`src/rtl/lsu_mem_ctrl.sv`:
```
// lsu_mem_ctrl: load/store front-end for a byte-masked 32-bit word memory.
// Takes one byte-addressed request at a time, checks alignment, drives a
// single-cycle memory access and returns an extended response.
//
// Ports:
//   clk, rst_n                  clock (rising edge), async active-low reset
//   req_valid/req_ready         request handshake (ready only when idle)
//   req_we, req_size,           store flag, size (0 byte, 1 half, 2 word,
//   req_unsigned                3 illegal), zero-extend loads
//   req_addr, req_wdata         byte address, right-justified store data
//   rsp_valid/rsp_ready         response handshake
//   rsp_rdata, rsp_err          extended load data, misalign/illegal flag
//   mem_en, mem_wr, mem_wr_mask memory strobe, write, byte-lane mask
//   mem_addr, mem_wr_data       word address, lane-replicated write data
//   mem_r_data                  registered read data (valid one cycle after read)
module lsu_mem_ctrl #(
  parameter int DATAWIDTH = 32,
  parameter int ADDRESS   = 8
) (
  input  logic                 clk,
  input  logic                 rst_n,
  input  logic                 req_valid,
  output logic                 req_ready,
  input  logic                 req_we,
  input  logic [1:0]           req_size,
  input  logic                 req_unsigned,
  input  logic [ADDRESS+1:0]   req_addr,
  input  logic [DATAWIDTH-1:0] req_wdata,
  output logic                 rsp_valid,
  input  logic                 rsp_ready,
  output logic [DATAWIDTH-1:0] rsp_rdata,
  output logic                 rsp_err,
  output logic                 mem_en,
  output logic                 mem_wr,
  output logic [3:0]           mem_wr_mask,
  output logic [ADDRESS-1:0]   mem_addr,
  output logic [DATAWIDTH-1:0] mem_wr_data,
  input  logic [DATAWIDTH-1:0] mem_r_data
);

  typedef enum logic [1:0] {IDLE, ISSUE, RD_WAIT, RESP} state_t;

  state_t               state, state_n;
  logic                 mem_en_n, mem_wr_n;
  logic [3:0]           mask_n;
  logic [ADDRESS-1:0]   addr_n;
  logic [DATAWIDTH-1:0] wdata_n, rdata_n;
  logic                 err_n;
  // Request attributes kept for load-lane extraction in RD_WAIT.
  logic [1:0]           lo_q, lo_n, size_q, size_n;
  logic                 uns_q, uns_n;

  logic                 misaligned;
  logic [7:0]           rd_byte;
  logic [15:0]          rd_half;
  logic [DATAWIDTH-1:0] rd_ext;

  assign misaligned = (req_size == 2'd3) ||
                      (req_size == 2'd1 && req_addr[0]) ||
                      (req_size == 2'd2 && req_addr[1:0] != 2'b00);

  assign req_ready = (state == IDLE);
  assign rsp_valid = (state == RESP);

  // Lane select from the word returned by the memory.
  always_comb begin
    rd_byte = mem_r_data[{lo_q, 3'b000} +: 8];
    rd_half = lo_q[1] ? mem_r_data[31:16] : mem_r_data[15:0];
    case (size_q)
      2'd0:    rd_ext = {{24{~uns_q & rd_byte[7]}}, rd_byte};
      2'd1:    rd_ext = {{16{~uns_q & rd_half[15]}}, rd_half};
      default: rd_ext = mem_r_data;
    endcase
  end

  always_comb begin
    state_n  = state;
    mem_en_n = 1'b0;
    mem_wr_n = 1'b0;
    mask_n   = 4'b0000;
    addr_n   = mem_addr;
    wdata_n  = mem_wr_data;
    rdata_n  = rsp_rdata;
    err_n    = rsp_err;
    lo_n     = lo_q;
    size_n   = size_q;
    uns_n    = uns_q;
    case (state)
      IDLE: if (req_valid) begin
        lo_n   = req_addr[1:0];
        size_n = req_size;
        uns_n  = req_unsigned;
        if (misaligned) begin
          state_n = RESP;
          err_n   = 1'b1;
          rdata_n = '0;
        end else begin
          state_n  = ISSUE;
          mem_en_n = 1'b1;
          mem_wr_n = req_we;
          addr_n   = req_addr[ADDRESS+1:2];
          if (req_we) begin
            case (req_size)
              2'd0: begin
                mask_n  = 4'b0001 << req_addr[1:0];
                wdata_n = {4{req_wdata[7:0]}};
              end
              2'd1: begin
                mask_n  = 4'b0011 << req_addr[1:0];
                wdata_n = {2{req_wdata[15:0]}};
              end
              default: begin
                mask_n  = 4'b1111;
                wdata_n = req_wdata;
              end
            endcase
          end
        end
      end
      ISSUE: begin
        // mem_wr still holds the request's store flag during ISSUE.
        if (mem_wr) begin
          state_n = RESP;
          rdata_n = '0;
          err_n   = 1'b0;
        end else begin
          state_n = RD_WAIT;
        end
      end
      RD_WAIT: begin
        state_n = RESP;
        rdata_n = rd_ext;
        err_n   = 1'b0;
      end
      RESP: if (rsp_ready) state_n = IDLE;
      default: state_n = IDLE;
    endcase
  end

  always_ff @(posedge clk or negedge rst_n) begin
    if (!rst_n) begin
      state       <= IDLE;
      mem_en      <= 1'b0;
      mem_wr      <= 1'b0;
      mem_wr_mask <= 4'b0000;
      mem_addr    <= '0;
      mem_wr_data <= '0;
      rsp_rdata   <= '0;
      rsp_err     <= 1'b0;
      lo_q        <= 2'b00;
      size_q      <= 2'b00;
      uns_q       <= 1'b0;
    end else begin
      state       <= state_n;
      mem_en      <= mem_en_n;
      mem_wr      <= mem_wr_n;
      mem_wr_mask <= mask_n;
      mem_addr    <= addr_n;
      mem_wr_data <= wdata_n;
      rsp_rdata   <= rdata_n;
      rsp_err     <= err_n;
      lo_q        <= lo_n;
      size_q      <= size_n;
      uns_q       <= uns_n;
    end
  end

endmodule

```
`config.mk`:
```
export PLATFORM = sky130hd
export DESIGN_NAME = lsu_mem_ctrl
export DESIGN_NICKNAME = d
export VERILOG_FILES = /design/src/rtl/lsu_mem_ctrl.sv
export SDC_FILE = /design/constraint.sdc
export NUM_CORES = 1
export LEC_CHECK = 0
export ABC_AREA = 1
export BUFFER_PORTS_ARGS = -buffer_cell sky130_fd_sc_hd__buf_2
export CORE_MARGIN = 8
export CORE_UTILIZATION = 37
export CTS_BUF_LIST = sky130_fd_sc_hd__clkbuf_4 sky130_fd_sc_hd__clkbuf_8
export CTS_CLUSTER_SIZE = 20
export DETAILED_ROUTE_END_ITERATION = 8
export GPL_ROUTABILITY_DRIVEN = 1
export PLACE_DENSITY_LB_ADDON = 0.15
export SLEW_MARGIN = 20
export SYNTH_ARGS = -nofsm -noshare
export SYNTH_HDL_FRONTEND = slang
export SYNTH_SLANG_ARGS = --single-unit
```
`constraint.sdc`:
```
create_clock -name clk -period 1.7 [get_ports clk]
set_input_delay 0.34 -clock clk [delete_from_list [all_inputs] [get_ports clk]]
set_output_delay 0.34 -clock clk [all_outputs]
set_load 0.05 [all_outputs]
```
==> reports/metrics.yaml <==
cts_inserted_buffers: 9
drtAntennaViolNets: 0
status: "finished, final reports clean"
drv_cap: 0
power_leakage_nw: 3.40
ys_seq_area_share_pct: 50.5
drive_gt1_share_pct: 32.4
cts-root-buf: "clkbuf_8"
syn_area_per_cell_um2: 7.46
cts_tree: "done"
synthArstFlopShare_pct: 100
yosysTopAreaCellShare_pct: 50.5
synth_ff_type: "dfrtp_1"
cp-end-kind: "output pin"
initial_core_util_pct: 37.6
ys_seq_elements: 86
netlist_area_um2: 4260
grt_pass1_wl_um: 21900
io_buffer_count: 162
setup_viol_count_final: 0
ios: 163
dp_hpwl_um: 10700
grt_overflow_total: 0
min_period_over_period_pct: 97.6
viasPerCell: 4.89
synth_cells: 571
criticalPathCategory: "reg2out"
stdcell_area_um2: 5810
placementRows: 39
finalNetCount: 840
die_area_um2: 15200
drv_slew: 0
fp.dieH_um: 123
power.switching_mw: 6.39
insertion_delay_ns: 0.37
n_antenna_cell: 0
p_sw_share_pct: 52.6
vias: 4409
clk_pin_slew_ns: 0.09
grt_pass1_vias: 4404
finalClockSkew_ns: 0.00827
intPower_mw: 5.75
routedWlPerCell_um: 15.4
required_ns: 1.36
p_clk_share_pct: 12.5
cp.arrival_ns: 1.32
synth_edf_count: 0
ys_types: 26
fmax_mhz: 602
grt_max_degree: 53
fin_hold_ws_ns: 0.163
placed_cell_area_um2: 5360
drcViolationCount: 0
drt_wl_total_um: 13900
finalSetupTns_ns: 0
fin_crit_ns: 1.66
yosys_warnings: 0
start_kind: "flip-flop"
hold_violations: 0
yosysTopAreaCell: "dfrtp_1"
power.density_nw_per_um2: 2090
synthesis.nets: 657
synth_common_cells: "nand2_1, dfrtp_1, nor2_1, a21oi_1, o21ai_1"
die_x_um: 123
synthMostInstantiatedCell: "nand2_1"
synth_top_cells_by_area: "dfrtp_1, nand2_1, nor2_1, a21oi_1, o21ai_1"
drt-pass1-iter-count: 5
drtIter0Drc: 319
relSlewSlack_pct: 75.0
min_path_type: "in2reg"
fp.coreArea_um2: 11300
ir_drop_uv: 1100
reg2reg_slack_ns: 0.05
power_frac_seq_pct: 26.8
gp_congestion: 0.827
area.growth.synth_to_final_pct: 36.5
antenna_found_initial: 0
grt_util_all_layers_pct: 18.6
cts_buffer_depth: 2
path_max_fanout: 3
grt_setup_unrepaired: "yes"
htreeDepth: 3
pwr-share-comb_pct: 60.7
tightest_slew_ns: 0.375
cts.sinks: 86
## what timing repair did
action                     in CTS  in global routing
resized for setup               4                 42
cloned                          0                  2
pin swaps                       2                  4
hold endpoints to repair       22                  0
setup endpoints to repair       1                 35
setup buffers                   3                  4
hold buffers                    1                  0
## registers in the layout, summed over array words and instances, names as in the netlist
signal	count
mem_wr_data	32
rsp_rdata	32
mem_addr	8
mem_wr_mask	4
lo_q	2
size_q	2
state	2
mem_en	1
mem_wr	1
rsp_err	1
uns_q	1
## placed cells by master, fill, tap and decap left out, types with 2 or more instances in the layout
cell        count
a21oi_1        29
buf_12          5
buf_2         159
buf_4          23
buf_6           5
buf_8           2
clkbuf_4        2
clkbuf_8       10
clkinvlp_4      3
dfrtp_1        85
ha_1            2
inv_1          12
inv_2           7
mux2i_1         5
nand2_1       267
nand2_2         2
nand2_4         2
nand3_1        25
nand3_4         2
nor2_1         50
nor2_2          9
nor2_4          4
o21ai_0         3
o21ai_1        30
## through the flow
stage,util (%),power [mW],cells,setup slack (ns)
3_3_place_gp,47.3,9.84,876,0.114
5_1_grt,51.3,13.0,902,-0.0192
3_5_place_dp,47.3,9.92,876,0.0457
2_1_floorplan,-,8.12,571,0.0132
4_1_cts,49.6,11.6,896,-0.0143
6_report,51.3,12.1,902,0.0402
## power groups by stage
stage	clock network [mW]	registers, mW	logic (mW)
6_report	1.51	3.26	7.37
5_1_grt	1.65	3.35	7.97
4_1_cts	1.58	3.26	6.76
3_5_place_dp	0	3.30	6.63
3_3_place_gp	0	3.29	6.55
2_1_floorplan	0	5.67	2.44
## path summary, 6_finish.rpt
kind / to / cells after the start / start
worst max-delay path: rsp_valid / 3 / state[0]$_DFFE_PN0P_
worst min-delay path: mem_addr[2]$_DFFE_PN0P_ / 3 / req_addr[4]
worst max register to register: rsp_rdata[30]$_DFFE_PN0P_ / 10 / state[0]$_DFFE_PN0P_
worst min register to register: mem_addr[1]$_DFFE_PN0P_ / 2 / mem_addr[1]$_DFFE_PN0P_
max in group asynchronous: mem_en$_DFF_PN0_ / 3 / rst_n
min in group asynchronous: rsp_rdata[8]$_DFFE_PN0P_ / 2 / rst_n
## cells by family (layout without fill, tap and decap cells)
| kind of cell | count (synthesis) | count (layout) | share of synthesized area [%] |
|---|---|---|---|
| adders and majority gates | 4 | 4 | 1.18 |
| AOI/OAI and AO/OA | 66 | 66 | 7.93 |
| DFF | 86 | 86 | 50.5 |
| and+or+nand+nor | 365 | 365 | 34.5 |
| muxes | 5 | 5 | 1.18 |
| buffers and inverters | 45 | 233 | 4.64 |
## per-layer routing
| metal | vias to the layer above | track usage (%) | part of all wire, % |
|---|---|---|---|
| li1 | 2157 | - | - |
| met1 | 2054 | 21.5 | 40 |
| met2 | 174 | 30.4 | 47 |
| met3 | 24 | 6.80 | 11 |
| met4 | 0 | 7.90 | 2.3 |
| met5 | - | 0 | 0 |
## area by class of cell
type / count / area, um2
clock buffers: 11 / 145
repair buffers: 197 / 1200
clock inverters: 5 / 58.8
well taps: 143 / 179
multi-input cells: 440 / 2000
flip-flops and latches: 86 / 2150
inverters: 20 / 78.8
fillers: 1186 / 5510
## critical path: stages (launching register included)
cell and delay, ns:
dfrtp_1 0.41, buf_4 0.14, ha_2 0.18, clkbuf_4 0.21
Power figures use the tool's default switching activity.
